--- src/rtl/qam_demodulator_pkg.sv ---
// ---------------------------------------------------------------------------
// qam_demodulator_pkg
// Shared types, widths and slicing helpers for the 16-QAM demodulator.
//   DEMOD_STATE  : symbol-tracking FSM states (IDLE, INTEGRATE)
//   QAM_BLOCK_W  : width of one demodulated 16-QAM symbol
//   absSat       : |x| of a signed 32-bit value, -2^31 clamps to 2^31-1
//   sliceAxis    : {negative, magnitude above threshold} for one axis
// ---------------------------------------------------------------------------
package qam_demodulator_pkg;

  typedef enum logic {
    IDLE      = 1'b0,
    INTEGRATE = 1'b1
  } DEMOD_STATE;

  localparam int QAM_BLOCK_W = 4;
  localparam int SAMPLE_W    = 20;
  localparam int REF_W       = 18;
  localparam int PROD_W      = SAMPLE_W + REF_W;
  localparam int OUT_W       = 32;

  localparam logic [OUT_W-1:0] OUT_MAX = 32'h7FFF_FFFF;
  localparam logic [OUT_W-1:0] OUT_MIN = 32'h8000_0000;

  // Magnitude of a signed 32-bit value; the one value without a positive
  // counterpart is clamped rather than wrapped back to itself.
  function automatic logic [OUT_W-1:0] absSat(input logic [OUT_W-1:0] value);
    logic [OUT_W-1:0] mag;
    if (value == OUT_MIN) begin
      mag = OUT_MAX;
    end else if (value[OUT_W-1]) begin
      mag = ~value + 32'd1;
    end else begin
      mag = value;
    end
    return mag;
  endfunction

  // {sign bit, outer-level bit} for one constellation axis.
  function automatic logic [1:0] sliceAxis(input logic [OUT_W-1:0] value,
                                           input logic [OUT_W-1:0] threshold);
    return {value[OUT_W-1], (absSat(value) > threshold)};
  endfunction

endpackage

--- src/rtl/qam_demodulator_integrator.sv ---
// ---------------------------------------------------------------------------
// qam_demodulator_integrator
// One mixing/integrate-and-dump arm (used once for I, once for Q).
//   Stage 1 : registers ipSample * ipRef (38-bit signed), every cycle.
//   Stage 2 : adds the registered product into the ACC_W accumulator when
//             ipAcc is high; with ipFinal it captures acc+product into the
//             dump register and restarts from zero. ipClear zeroes the
//             accumulator (symbol start / resync) and wins over ipAcc.
//   Stage 3 : combinational arithmetic shift by SHIFT and saturation of
//             the dump register to signed 32 bits; the top registers it.
// Ports
//   ipClk, ipReset      : clock, synchronous active-high reset
//   ipSample  [19:0]    : signed modulated sample
//   ipRef     [17:0]    : signed NCO reference for this arm
//   ipAcc               : stage-1 product is valid and belongs to the symbol
//   ipFinal             : that product is the last one of the symbol
//   ipClear             : discard the running accumulation
//   opSat     [31:0]    : shifted, saturated dump value
//   opSatHit            : opSat was clamped
// ---------------------------------------------------------------------------
module qam_demodulator_integrator
  import qam_demodulator_pkg::*;
#(
  parameter int SHIFT = 12,
  parameter int ACC_W = 44
) (
  input  logic                ipClk,
  input  logic                ipReset,
  input  logic [SAMPLE_W-1:0] ipSample,
  input  logic [REF_W-1:0]    ipRef,
  input  logic                ipAcc,
  input  logic                ipFinal,
  input  logic                ipClear,
  output logic [OUT_W-1:0]    opSat,
  output logic                opSatHit
);

  logic signed [PROD_W-1:0] sampleExt;
  logic signed [PROD_W-1:0] refExt;
  logic signed [PROD_W-1:0] prodReg;
  logic signed [ACC_W-1:0]  accReg;
  logic signed [ACC_W-1:0]  accSum;
  logic signed [ACC_W-1:0]  dumpReg;
  logic signed [ACC_W-1:0]  shifted;
  logic                     fits;

  // Both operands are widened to the full product width first so the
  // multiply is exact without relying on context-width rules.
  assign sampleExt = {{(PROD_W-SAMPLE_W){ipSample[SAMPLE_W-1]}}, ipSample};
  assign refExt    = {{(PROD_W-REF_W){ipRef[REF_W-1]}}, ipRef};
  assign accSum    = accReg + {{(ACC_W-PROD_W){prodReg[PROD_W-1]}}, prodReg};

  always_ff @(posedge ipClk) begin
    if (ipReset) begin
      prodReg <= '0;
      accReg  <= '0;
      dumpReg <= '0;
    end else begin
      prodReg <= sampleExt * refExt;
      if (ipClear) begin
        accReg <= '0;
      end else if (ipAcc) begin
        if (ipFinal) begin
          // Dump includes the final product; restarting at zero (not at
          // the product) keeps the next symbol's first sample intact.
          dumpReg <= accSum;
          accReg  <= '0;
        end else begin
          accReg <= accSum;
        end
      end
    end
  end

  // The shifted value fits in 32 bits only when every bit from 31 upward
  // is a copy of the sign.
  always_comb begin
    shifted  = dumpReg >>> SHIFT;
    fits     = (&shifted[ACC_W-1:OUT_W-1]) || !(|shifted[ACC_W-1:OUT_W-1]);
    opSat    = shifted[OUT_W-1:0];
    opSatHit = 1'b0;
    if (!fits) begin
      opSatHit = 1'b1;
      opSat    = shifted[ACC_W-1] ? OUT_MIN : OUT_MAX;
    end
  end

endmodule

--- src/rtl/qam_demodulator.sv ---
// ---------------------------------------------------------------------------
// qam_demodulator
// Coherent 16-QAM demodulator: mixes the modulated stream with the NCO
// I/Q references, integrates SYMBOL_LEN valid products per symbol, dumps,
// scales, saturates and slices each symbol into a 4-bit block.
// Pipeline: stage 1 product, stage 2 accumulate/dump, stage 3 slice, so
// opQAMBlockValid follows a symbol's last sample by exactly 3 cycles.
// An ipSymbolStart in a cycle makes that cycle's sample the first of a new
// symbol; a partially integrated symbol is then discarded and counted.
// Ports
//   ipClk, ipReset        : clock, synchronous active-high reset
//   ipModulated [19:0]    : signed sample, qualified by ipModulatedValid
//   ipI, ipQ    [17:0]    : signed NCO references, aligned with the sample
//   ipSymbolStart         : one-cycle symbol alignment strobe
//   ipThreshold [31:0]    : unsigned outer-level magnitude threshold
//   opQAMBlock  [3:0]     : {I neg, |I|>thr, Q neg, |Q|>thr}
//   opQAMBlockValid       : one-cycle qualifier for opQAMBlock
//   opOverflow            : sticky, set by any saturation
//   opResyncCount [15:0]  : partial symbols discarded (wrapping)
// Build option QAM_DEMOD_ACC_OUT_EN adds opAccI/opAccQ [31:0]: the last
// saturated dump values, updated together with opQAMBlockValid.
// ---------------------------------------------------------------------------
module qam_demodulator
  import qam_demodulator_pkg::*;
#(
  parameter int SYMBOL_LEN = 64,
  parameter int SHIFT      = 12,
  parameter int ACC_W      = 44
) (
  input  logic                   ipClk,
  input  logic                   ipReset,
  input  logic [SAMPLE_W-1:0]    ipModulated,
  input  logic                   ipModulatedValid,
  input  logic [REF_W-1:0]       ipI,
  input  logic [REF_W-1:0]       ipQ,
  input  logic                   ipSymbolStart,
  input  logic [OUT_W-1:0]       ipThreshold,
  output logic [QAM_BLOCK_W-1:0] opQAMBlock,
  output logic                   opQAMBlockValid,
  output logic                   opOverflow,
  output logic [15:0]            opResyncCount
`ifdef QAM_DEMOD_ACC_OUT_EN
  ,
  output logic [OUT_W-1:0]       opAccI,
  output logic [OUT_W-1:0]       opAccQ
`endif
);

  localparam logic [15:0] LAST_COUNT = 16'(SYMBOL_LEN - 1);

  DEMOD_STATE       stateReg;
  logic             s1ValidReg;
  logic [15:0]      countReg;
  logic             dumpValidReg;

  logic             startIdle;
  logic             finalHit;
  logic             partial;
  logic             resync;
  logic             clearAcc;
  logic             accEn;

  logic [OUT_W-1:0] satI;
  logic [OUT_W-1:0] satQ;
  logic             satHitI;
  logic             satHitQ;
  logic [1:0]       sliceI;
  logic [1:0]       sliceQ;
  logic             absClamp;

  // Symbol bookkeeping, all evaluated against the product in stage 1.
  // The in-flight product counts as part of the partial symbol, so a strobe
  // right after a completed symbol (nothing pending) changes nothing.
  assign startIdle = ipSymbolStart && (stateReg == IDLE);
  assign finalHit  = s1ValidReg && (countReg == LAST_COUNT);
  assign partial   = (countReg != 16'd0) || s1ValidReg;
  assign resync    = ipSymbolStart && (stateReg == INTEGRATE) && partial && !finalHit;
  assign clearAcc  = startIdle || resync;
  assign accEn     = s1ValidReg && !resync;

  qam_demodulator_integrator #(
    .SHIFT (SHIFT),
    .ACC_W (ACC_W)
  ) integratorI (
    .ipClk    (ipClk),
    .ipReset  (ipReset),
    .ipSample (ipModulated),
    .ipRef    (ipI),
    .ipAcc    (accEn),
    .ipFinal  (finalHit),
    .ipClear  (clearAcc),
    .opSat    (satI),
    .opSatHit (satHitI)
  );

  qam_demodulator_integrator #(
    .SHIFT (SHIFT),
    .ACC_W (ACC_W)
  ) integratorQ (
    .ipClk    (ipClk),
    .ipReset  (ipReset),
    .ipSample (ipModulated),
    .ipRef    (ipQ),
    .ipAcc    (accEn),
    .ipFinal  (finalHit),
    .ipClear  (clearAcc),
    .opSat    (satQ),
    .opSatHit (satHitQ)
  );

  assign sliceI   = sliceAxis(satI, ipThreshold);
  assign sliceQ   = sliceAxis(satQ, ipThreshold);
  assign absClamp = (satI == OUT_MIN) || (satQ == OUT_MIN);

  always_ff @(posedge ipClk) begin
    if (ipReset) begin
      stateReg        <= IDLE;
      s1ValidReg      <= 1'b0;
      countReg        <= '0;
      dumpValidReg    <= 1'b0;
      opQAMBlock      <= '0;
      opQAMBlockValid <= 1'b0;
      opOverflow      <= 1'b0;
      opResyncCount   <= '0;
    end else begin
      if (startIdle) begin
        stateReg <= INTEGRATE;
      end

      // The strobe cycle's own sample already belongs to the new symbol.
      s1ValidReg <= ipModulatedValid && ((stateReg == INTEGRATE) || ipSymbolStart);

      if (clearAcc) begin
        countReg <= '0;
      end else if (accEn) begin
        countReg <= finalHit ? 16'd0 : countReg + 16'd1;
      end

      if (resync) begin
        opResyncCount <= opResyncCount + 16'd1;
      end

      dumpValidReg    <= accEn && finalHit;
      opQAMBlockValid <= dumpValidReg;
      if (dumpValidReg) begin
        opQAMBlock <= {sliceI, sliceQ};
        if (satHitI || satHitQ || absClamp) begin
          opOverflow <= 1'b1;
        end
      end
    end
  end

`ifdef QAM_DEMOD_ACC_OUT_EN
  always_ff @(posedge ipClk) begin
    if (ipReset) begin
      opAccI <= '0;
      opAccQ <= '0;
    end else if (dumpValidReg) begin
      opAccI <= satI;
      opAccQ <= satQ;
    end
  end
`endif

endmodule

--- config.mk ---
export PLATFORM = sky130hd
export DESIGN_NAME = qam_demodulator
export DESIGN_NICKNAME = d
export VERILOG_FILES = /design/src/rtl/qam_demodulator_pkg.sv /design/src/rtl/qam_demodulator_integrator.sv /design/src/rtl/qam_demodulator.sv
export SDC_FILE = /design/constraint.sdc
export NUM_CORES = 2
export LEC_CHECK = 0
export CAP_MARGIN = 20
export CORE_UTILIZATION = 25
export DETAILED_ROUTE_END_ITERATION = 6
export PLACE_DENSITY_LB_ADDON = 0.25
export SYNTH_ARGS = -nofsm -noshare
export SYNTH_HDL_FRONTEND = slang
export SYNTH_SLANG_ARGS = --single-unit
--- constraint.sdc ---
create_clock -name ipClk -period 8.3 [get_ports ipClk]
set_input_delay 0.83 -clock ipClk [delete_from_list [all_inputs] [get_ports ipClk]]
set_output_delay 0.83 -clock ipClk [all_outputs]
set_load 0.03 [all_outputs]
==> results.cfg <==
[final_layout]
fill_cells = 18210
syn2layout_area_growth_pct = 11.74
final_nets = 6153
multiInputGateArea_sq_mm = 0.03342
final-seq-area_sq_mm = 0.005385
drive_above_1_share_pct = 3.772

[clock_tree]
cts_hold_buf = 0
clk_latency_ps = 560
postCtsResizedCells = 0
cts_buffers = 37
clk_path_buf_depth = 3
path_clk_slew_ps = 50
cts_tree = done
post_cts_buffers = 0
htree_levels = 2
cts_sinks = 269
cts_root_buf = clkbuf_16

[logic_synthesis]
syn_nets = 6173
ys_warn_count = 0
syn_avg_cell_area_sq_um = 8.573
seq_area_frac_synth_pct = 12.54
synth-seq-cells = 269
async_reset_ff_share_pct = 0
synth.area.top_cells = fa_1 34%, dfxtp_1 13%, ha_1 10%, inv_1 7.3%, and2_1 5.4%
netlist_area_sq_mm = 0.04293
synth_top_area_share_pct = 33.76
synth_edf_count = 0
yosys.area.top_type = fa_1
synth-main-ff-cell = dfxtp_1
synth_cell_types = 76
syn_inst = 5008

[timing]
slew_violations = 0
fmax_ghz = 0.1382
fin_ws_ps = 1065
hold_viol_final = 0
fin_tns_setup_ps = 0
tightest_slew_ps = 977.3
finalSetupViolations = 0
fin_crit_sh_pct = 87.17
rsz0062_at_grt = false
period_minus_slack_ps = 7235
worst_clock_skew_ps = 13.38
maxSlewHeadroom_pct = 33.16

[route]
ant_nets = 0
drt-initial-drc-count = 1872
wl_per_cell_um = 17.01
vias = 33140
avgViaCountPerCell = 4.583
drc = 0
routed_wl_mm = 123.0
dr.pass1.iters = 7

[global_routing]
overflow = 0
track_usage_pct = 14.43
grt_max_degree = 76
grt_pass1_wl_mm = 200.3
first_global_vias = 35310
antenna_found_initial = 4

[floorplanning]
rows = 151
die_y_um = 416.4
core_sq_mm = 0.1700
dieArea_sq_mm = 0.1734
pin_count = 114
start_util_pct = 25.25
die_x_um = 416.4

[placed_design]
port_buffers = 113
place_congestion = 0.8273
pre_cts_slack_ps = 486.6
dp_hpwl_mm = 98.93

[worst_setup_path]
startpoint_type = input pin
cp_num_buf_inv = 5
worstSetupPathType = input pin to flip-flop
path_cells = clkdlybuf4s50_1 -> buf_4 -> and2_1 -> fa_1 -> fa_1 -> ha_1 -> inv_1 -> fa_1 -> inv_1 -> fa_1 -> fa_1 -> ha_1 -> or4_1 -> o21a_1 -> a31oi_1 -> o32ai_1 -> buf_4 -> a211oi_1 -> nor3_1 -> a221oi_1 -> mux2_2
crit_family = adder cells
crit_top_cell = fa_1
cp_data_required_time_ps = 8730
end_kind = flip-flop
crit_fanout = 16
cp_slowest_stage_delay_ps = 850
crit_slowest_cell = clkdlybuf4s50_1
cp.arrival_ps = 7670

[worst_hold_path]
hold_class = flip-flop to flip-flop

[run]
maxCapViolations = 0

[outcome]
status = completed
[state kept, by name (all words and copies together), names as in the netlist, 4 cells and up]
register             cells
integratorQ.prodReg     38
integratorI.prodReg     38
integratorI.accReg      44
opResyncCount           16
countReg                16
integratorI.dumpReg     32
integratorQ.dumpReg     32
integratorQ.accReg      44
opQAMBlock               4
[metal layers]
metal	track usage, %	routed length [um]	up-vias
met5	0	11	-
met4	2.258	1534	2
met3	1.180	4233	106
met2	23.05	54020	605
met1	21.39	63150	16630
li1	-	-	15790
[cells in the mapped netlist (87+ instances only)]
| cell type | count |
|---|---|
| o21ai_0 | 140 |
| dfxtp_1 | 269 |
| ha_1 | 349 |
| and2_1 | 373 |
| fa_1 | 724 |
| nor2_1 | 260 |
| nand2_1 | 618 |
| inv_1 | 837 |
| a21o_1 | 87 |
| a21oi_1 | 223 |
| xor2_1 | 132 |
| clkbuf_1 | 260 |
[worst min-delay path: cells and delay by family, from the launching register on]
kind	cells	cell delay [ps]
and+or+nand+nor	1	50
AOI/OAI and AO/OA	1	50
DFF	1	310
[cell usage in the layout, fill, tap and decap left out, types with 21 or more instances in the layout]
master / count
inv_1: 836
fa_1: 724
nand2_1: 618
and2_1: 373
ha_1: 349
dfxtp_1: 269
nor2_1: 257
a21oi_1: 223
o21ai_0: 140
xor2_1: 132
clkdlybuf4s50_1: 111
a21o_1: 87
xnor2_1: 84
nand3_1: 82
buf_4: 77
nand4_1: 52
clkbuf_16: 38
nor3_1: 37
a22oi_1: 31
nor2b_1: 29
o21bai_1: 28
and3_1: 27
nand2b_1: 27
a211oi_1: 27
o21a_1: 26
o31ai_1: 25
a31oi_1: 23
a22o_1: 21
[final cells by class]
cell class / instances / area share (%)
clock inverter: 12 / 0.3364
inverter: 839 / 6.565
tap: 2218 / 5.785
sequential: 269 / 11.23
antenna: 1 / 0.005216
timing repair buffer: 206 / 4.207
clock buffer: 50 / 2.222
multi-input combinational: 3635 / 69.65
[cells by family (layout without fill, tap and decap cells)]
logic type                 count (synthesis)  after routing  synth area share, %
AOI/OAI and AO/OA                        738            738                11.08
xor gates and xnor gates                 217            217                4.459
adders and majority gates               1073           1073                43.93
buffers and inverters                   1104           1107                9.670
DFF                                      269            269                12.54
muxes                                     11             11               0.2710
other                                      0              1                    0
and+or+nand+nor                         1596           1596                18.05
[worst paths after layout]
| path | from | end | slack (ps) | cells after the start |
|---|---|---|---|---|
| setup reg to reg | integratorQ.dumpReg[12] | opQAMBlock[0] | 3380 | 19 |
| hold / removal | integratorI.accReg[5] | integratorI.accReg[5] | 450 | 2 |
| setup / recovery | ipQ[6] | integratorQ.prodReg[36] | 1070 | 21 |
| hold reg to reg | integratorI.accReg[5] | integratorI.accReg[5] | 450 | 2 |
[metrics by stage]
stage	cell area, sq um	std cells	utilization (%)	hold slack (ps)
final	47970	7230	28.21	454.0
after global routing	47970	7229	28.21	473.2
after CTS	47970	7229	28.21	458.4
after detailed placement	46740	7167	27.49	450.3
after global placement	46740	7166	27.49	442.9
after floorplan	42930	5008	-	431.5
Power is left out: the tool's default activity adds up to more than one toggle a clock period on the data nets, which glitch-free logic cannot reach.
